==> src/rtl/instr_cache_refill_ctrl.sv <==
// ============================================================================
// instr_cache_refill_ctrl
//
// Refill engine for the instruction cache data array. On a refill request it
// fetches one cache block from memory as 32-bit beats, one outstanding read at
// a time. It packs each group of four beats into a 128-bit row and writes that
// row through the flush port with a single active-low strobe. After the last
// row it pulses done for one cycle.
//
// Ports
//   clk_i               : clock
//   rst_i               : synchronous reset, active-low
//   refill_req_i        : start a refill (sampled in IDLE only)
//   refill_base_addr_i  : block byte address (block-offset bits ignored)
//   refill_busy_o       : refill in progress (request accepted .. done cycle)
//   refill_done_o       : one-cycle completion pulse
//   mem_req_o           : read request, held until granted
//   mem_addr_o          : word-aligned byte address of the current beat
//   mem_gnt_i           : request accepted this cycle
//   mem_rvalid_i        : read data valid
//   mem_rdata_i         : read data
//   flush_data_o        : row buffer, lane k = word offset 4*row+k
//   flushing_n_o        : active-low per-row write strobe (at most one low)
// ============================================================================
module instr_cache_refill_ctrl #(
    parameter int ADDR_WIDTH     = 5,
    parameter int MEM_ADDR_WIDTH = 32
) (
    input  logic                              clk_i,
    input  logic                              rst_i,
    input  logic                              refill_req_i,
    input  logic [MEM_ADDR_WIDTH-1:0]         refill_base_addr_i,
    output logic                              refill_busy_o,
    output logic                              refill_done_o,
    output logic                              mem_req_o,
    output logic [MEM_ADDR_WIDTH-1:0]         mem_addr_o,
    input  logic                              mem_gnt_i,
    input  logic                              mem_rvalid_i,
    input  logic [31:0]                       mem_rdata_i,
    output logic [127:0]                      flush_data_o,
    output logic [(2**(ADDR_WIDTH-2))-1:0]    flushing_n_o
);

    localparam int ROWS   = 2 ** (ADDR_WIDTH - 2);
    localparam int DATA_W = 32;
    // Byte-offset bits covered by one block; these are forced to zero in the base.
    localparam int OFS_W  = ADDR_WIDTH + 2;

    typedef enum logic [2:0] {
        IDLE,
        REQ,
        WAIT,
        WRITE,
        DONE
    } state_t;

    state_t                    state_q, state_d;
    logic [ADDR_WIDTH-1:0]     word_idx_q, word_idx_d;
    logic [MEM_ADDR_WIDTH-1:0] base_q, base_d;
    logic [127:0]              row_q, row_d;

    // The block-offset bits of the requested base are intentionally dropped.
    logic unused_base_ofs;
    assign unused_base_ofs = ^refill_base_addr_i[OFS_W-1:0];

    // Block-aligned base plus word offset; wraps naturally at the bus width.
    assign mem_addr_o    = base_q + MEM_ADDR_WIDTH'({word_idx_q, 2'b00});
    assign flush_data_o  = row_q;
    assign refill_busy_o = (state_q != IDLE);

    always_comb begin
        state_d       = state_q;
        word_idx_d    = word_idx_q;
        base_d        = base_q;
        row_d         = row_q;
        mem_req_o     = 1'b0;
        refill_done_o = 1'b0;
        flushing_n_o  = '1;

        unique case (state_q)
            IDLE: begin
                if (refill_req_i) begin
                    base_d     = {refill_base_addr_i[MEM_ADDR_WIDTH-1:OFS_W], {OFS_W{1'b0}}};
                    word_idx_d = '0;
                    state_d    = REQ;
                end
            end

            REQ: begin
                mem_req_o = 1'b1;
                if (mem_gnt_i) begin
                    state_d = WAIT;
                end
            end

            WAIT: begin
                if (mem_rvalid_i) begin
                    row_d[{word_idx_q[1:0], 5'b00000} +: DATA_W] = mem_rdata_i;
                    // The fourth beat completes the row; the index is kept on
                    // that beat so WRITE can still see which row it belongs to.
                    if (word_idx_q[1:0] == 2'b11) begin
                        state_d = WRITE;
                    end else begin
                        word_idx_d = word_idx_q + ADDR_WIDTH'(1);
                        state_d    = REQ;
                    end
                end
            end

            WRITE: begin
                flushing_n_o[word_idx_q[ADDR_WIDTH-1:2]] = 1'b0;
                if (&word_idx_q) begin
                    state_d = DONE;
                end else begin
                    word_idx_d = word_idx_q + ADDR_WIDTH'(1);
                    state_d    = REQ;
                end
            end

            DONE: begin
                refill_done_o = 1'b1;
                state_d       = IDLE;
            end

            default: begin
                state_d = IDLE;
            end
        endcase
    end

    always_ff @(posedge clk_i) begin
        if (!rst_i) begin
            state_q    <= IDLE;
            word_idx_q <= '0;
            base_q     <= '0;
            row_q      <= '0;
        end else begin
            state_q    <= state_d;
            word_idx_q <= word_idx_d;
            base_q     <= base_d;
            row_q      <= row_d;
        end
    end

endmodule

==> config.mk <==
export PLATFORM = sky130hd
export DESIGN_NAME = instr_cache_refill_ctrl
export DESIGN_NICKNAME = d
export VERILOG_FILES = /design/src/rtl/instr_cache_refill_ctrl.sv
export SDC_FILE = /design/constraint.sdc
export NUM_CORES = 1
export LEC_CHECK = 0
export CORE_ASPECT_RATIO = 0.6
export CORE_MARGIN = 1.5
export CORE_UTILIZATION = 55
export DETAILED_ROUTE_END_ITERATION = 12
export DONT_BUFFER_PORTS = 1
export PLACE_DENSITY = 0.81
export SLEW_MARGIN = 20
export SYNTH_ARGS = -nofsm -noshare
export SYNTH_HDL_FRONTEND = slang
export SYNTH_SLANG_ARGS = --single-unit
==> constraint.sdc <==
create_clock -name clk_i -period 2.55 [get_ports clk_i]
set_input_delay 0.51 -clock clk_i [delete_from_list [all_inputs] [get_ports clk_i]]
set_output_delay 0.51 -clock clk_i [all_outputs]
set_load 0.02 [all_outputs]
* After elaboration in Yosys (flattened, before gate mapping) *
Index checks and enable logic that the tools add are counted.
Widths: inputs -> output; s select.

cells by class
  multiplexer cells = 17
  add/sub/neg operators = 3
  eq/ne operators = 10
  order comparisons = 2
  shifts and indexed selects = 2
  bitwise operators = 1
  multiply operators = 0
  divide/modulo/power cells = 0
  reductions and logical operators = 9

operators with widths
  kind                      number
  $bwmux 128                1
  $shift 32x9->128 const A  1
  $shiftx 32x9->128         1
  $add 32x7->32             1
  $mux 5                    4
  $pmux 5 s3                1
  $mux 3                    4
  $pmux 3 s4                1
  $ne 2x2->1 const B        5
  $reduce_and 5->1          2
  $neg 7->9                 1
  $mux 8                    1
  $not 8->8                 1
  $eq 3x2->1 const B        2
  $reduce_bool 3->1         2
  $add 5x1->5 const B       1
  $lt 3x4->1 const B        1
  $reduce_and 2->1          2
  $demux 1 s3               1
  $eq 3x1->1 const B        1
  $eq 3x3->1 const B        1
  $ge 3x1->1 const B        1
  $logic_not 3->1           1
  $mux 1                    3
  other kinds (4)           4

word-level totals
  output and inout bits = 171
  RAM bits = 0
  bits in registers = 161
  ROM bits = 0
  logic and storage cells = 48
  bits in latches = 0
  memories = 0

* Depth between registers and ports, before layout *
  depth in word-level cells = 6
  mapped depth = 7
  depth with buffers taken out = 6

* Least setup slack after synthesis *
Ideal clock, no wire load.

  kind = register to register
  start point = reg word_idx_q[0]
  end point = reg row_q[10], in the netlist flush_data_o[10]
  period minus slack after synthesis = 2055 ps
  cell stages (with the launch flop) = 7
  data arrival time = 1985 ps
  data required time = 2480 ps
  slack = 495 ps
  setup time = 70 ps
  cell sequence = dfxtp_1 inv_1 ha_1 nor3b_1 clkbuf_1 nand4_1 a21oi_1

on the way
  longest elaborated chain between the ends = 3

ends and longest elaborated chain
  element                                                RTL line  source
  from (decl)                                            58        logic [ADDR_WIDTH-1:0] word_idx_q, word_idx_d;
  from (signal assigned)                                 139       word_idx_q <= word_idx_d;
  $neg 7->9 *                                            98        row_d[{word_idx_q[1:0], 5'b00000} +: DATA_W] = mem_rdata_i;
  $shiftx 32x9->128 or $shift 32x9->128 (tied branches)  98
  $bwmux 128 *                                           98
  to (signal assigned)                                   141       row_q <= row_d;
  to (decl)                                              60        logic [127:0] row_q, row_d;

Mark *: on every way between the ends. The rest lies on a longest branch, timed or not.
A chain may end at the register's enable or synchronous reset.

* Worst setup path in the final report *
  start point = reg state_q[1]
  end point = out flushing_n_o[7]

on the way
  longest elaborated chain between the ends = 2

ends and longest elaborated chain
  element                 RTL line  source
  from (decl)             57        state_t state_q, state_d;
  from (signal assigned)  138       state_q <= state_d;
  $eq 3x2->1              80        unique case (state_q)
  $mux 8                  80
  to (decl)               41        output logic [(2**(ADDR_WIDTH-2))-1:0] flushing_n_o

Every way passes these cells.

==> metrics <==
Skew-Pair Late Insertion Delay 420 ps; CP Launch Type flip-flop; Ys Warns 0; DRC viols 0; worst-margin pin slew 1030 ps; Slew Viols, Final 0; Final ANT Viol Nets 0; Iter 0 DRT Violations 608; Setup Skew 9.11 ps; # rows 30; Post-synth EDFFs 0; setup TNS 0 ps; fraction of registers with async set/reset 0; drt total wl 20.0 mm; Max FO, Critical Path 14; synthesized area per cell 8.29 um2; peak supply drop 0.000428 V; CTS tree done; Post-Synthesis Cell Area 6540 um2; depth of the CTS H-tree 4; Reg clk slew, reported paths 70 ps; drt via density 6.66; power density cells 748 nW/um2; core box area 11,400 um2; RSZ-0062 raised after global routing false; clock sink total 161; fin crit share 0.914; vias in the first global route 5,589; layout net count 810; area share of the largest cell type after synthesis 0.493; post-DR wirelength/cell 22.0 um; FMAX 429 MHz; # IOs 240; Longest Clk Path Bufs 2; initial core utilization 0.571; Die W 144 um; HPWL Detailed 13.1 mm; WS Path Type flip-flop to output port; Distinct cells, synth 36; Placed Cells 875; n_diodes 0; Multi-input gate area 2910 um2; cell type with the largest total area after synthesis dfxtp_1; Hold Buf Count CTS 0; Die Ht 87.4 um; slew margin rel. 0.314; commonest non-fill, non-tap cells in the layout 161 x dfxtp_1, 155 x a21oi_1, 128 x nand4_1; critical path arrival 1820 ps; Tmin final 2330 ps; GPL Wtd Cong 0.841; Primary FF master, synth dfxtp_1; status finished clean; CTS-repair resized insts 0; Final Core Density 0.627; HP Class input port to flip-flop; Max Cap Viol 0; final hold vios 0; flops & latches, synth 161; sequential element share of the synthesized area 0.493; Post-CTS Setup Bufs 0; largest net degree at the start of global routing 97; Area Growth Syn to Fin 9.76%; fillers 957; drt first pass iters 5; DR vias 6,039; Gate Count Post-Synth 788; Leak 2.28 nW; share of post-route cells with drive strength above 1 0.0870; GR Overflow Total 0; commonest non-fill, non-tap cell in the layout dfxtp_1; FF/Latch Area 3220 um2; Final setup viols 0; non-filler instance count after layout 907; CTS Buf Count 17; initial antenna violation count 0; kind of end point of the critical path output port; Root Driver clkbuf_16; CP required 2040 ps; PortBufs 0; first-pass GRT wire length 29.9 mm; top cells by area, synth dfxtp_1 49%, nand4_1 12%, a21oi_1 12%; Global Route Usage Sum 0.308; die area 12,600 um2
[cells by family (layout without fill, tap and decap cells)]
kind of cell / after synthesis / after routing / synth area share
AO/OA/AOI/OAI: 291 / 291 / 0.230
adder cells (fa/ha/maj): 7 / 7 / 0.0134
buffers and inverters: 107 / 65 / 0.0674
flip-flops: 161 / 161 / 0.493
multiplexers: 1 / 1 / 0.00172
other: 1 / 2 / 0.000574
AND/OR/NAND/NOR: 220 / 220 / 0.193
[flip-flops by register name, summed over array words and instances, names as in the netlist]
| name | flops |
|---|---|
| state_q | 3 |
| base_q | 25 |
| word_idx_q | 5 |
| flush_data_o | 128 |
[critical path, cell delays in order, from the launching register on]
cell and delay [ps]:
dfxtp_1 670, nand3b_1 220, nor2_1 260, nand3_1 250
[layer usage]
layer / vias to the layer above / global-route usage / share of wire
met4: 0 / 0.122 / 0.025
li1: 2777 / - / -
met2: 356 / 0.475 / 0.45
met1: 2860 / 0.390 / 0.39
met3: 46 / 0.121 / 0.13
met5: - / 0 / 0
[synthesized netlist by cell type, types with 2 or more instances]
cell type	instances
nand4_1	128
buf_4	2
and3b_1	2
clkbuf_1	64
a22o_1	2
nor2b_1	4
ha_1	7
nor3b_1	5
dfxtp_1	161
nand2_1	58
buf_2	25
o21ai_1	3
a221o_1	2
nor3_1	2
nand3_1	3
o21ai_0	125
buf_1	6
and3_1	2
a21oi_1	155
inv_1	10
and4bb_2	2
nor2_1	6
[layout make-up]
class                           instances  area share
Sequential cell                       161       0.449
Multi-Input combinational cell        521       0.406
Clock buffer                           18      0.0598
Timing Repair Buffer                   23      0.0310
Tap cell                              160      0.0279
Clock inverter                         14      0.0206
Inverter                               10     0.00558
[per-stage QoR]
| step | total power, W | hold slack (ps) | instance area, um2 | worst slack [ps] |
|---|---|---|---|---|
| 2_1_floorplan | 0.00287 | 533 | 6540 | 495 |
| 3_3_place_gp | 0.00291 | 546 | 6600 | 498 |
| 3_5_place_dp | 0.00293 | 550 | 6600 | 413 |
| 4_1_cts | 0.00538 | 201 | 7170 | 222 |
| 5_1_grt | 0.00552 | 209 | 7170 | 117 |
| 6_report | 0.00536 | 209 | 7170 | 218 |
[path summary, 6_finish.rpt]
| kind | start | end | slack [ps] | cells after the start |
|---|---|---|---|---|
| worst min-delay path | rst_i | state_q[2] | 210 | 2 |
| worst max-delay path | state_q[1] | flushing_n_o[7] | 220 | 3 |
| worst min register to register | base_q[13] | base_q[13] | 560 | 2 |
| worst max register to register | word_idx_q[0] | word_idx_q[0] | 390 | 6 |
[power breakdown]
part           internal (W)  switching, W
combinational     0.0000648      0.000181
clock               0.00138       0.00111
sequential          0.00255     0.0000780
Power figures use the tool's default switching activity.
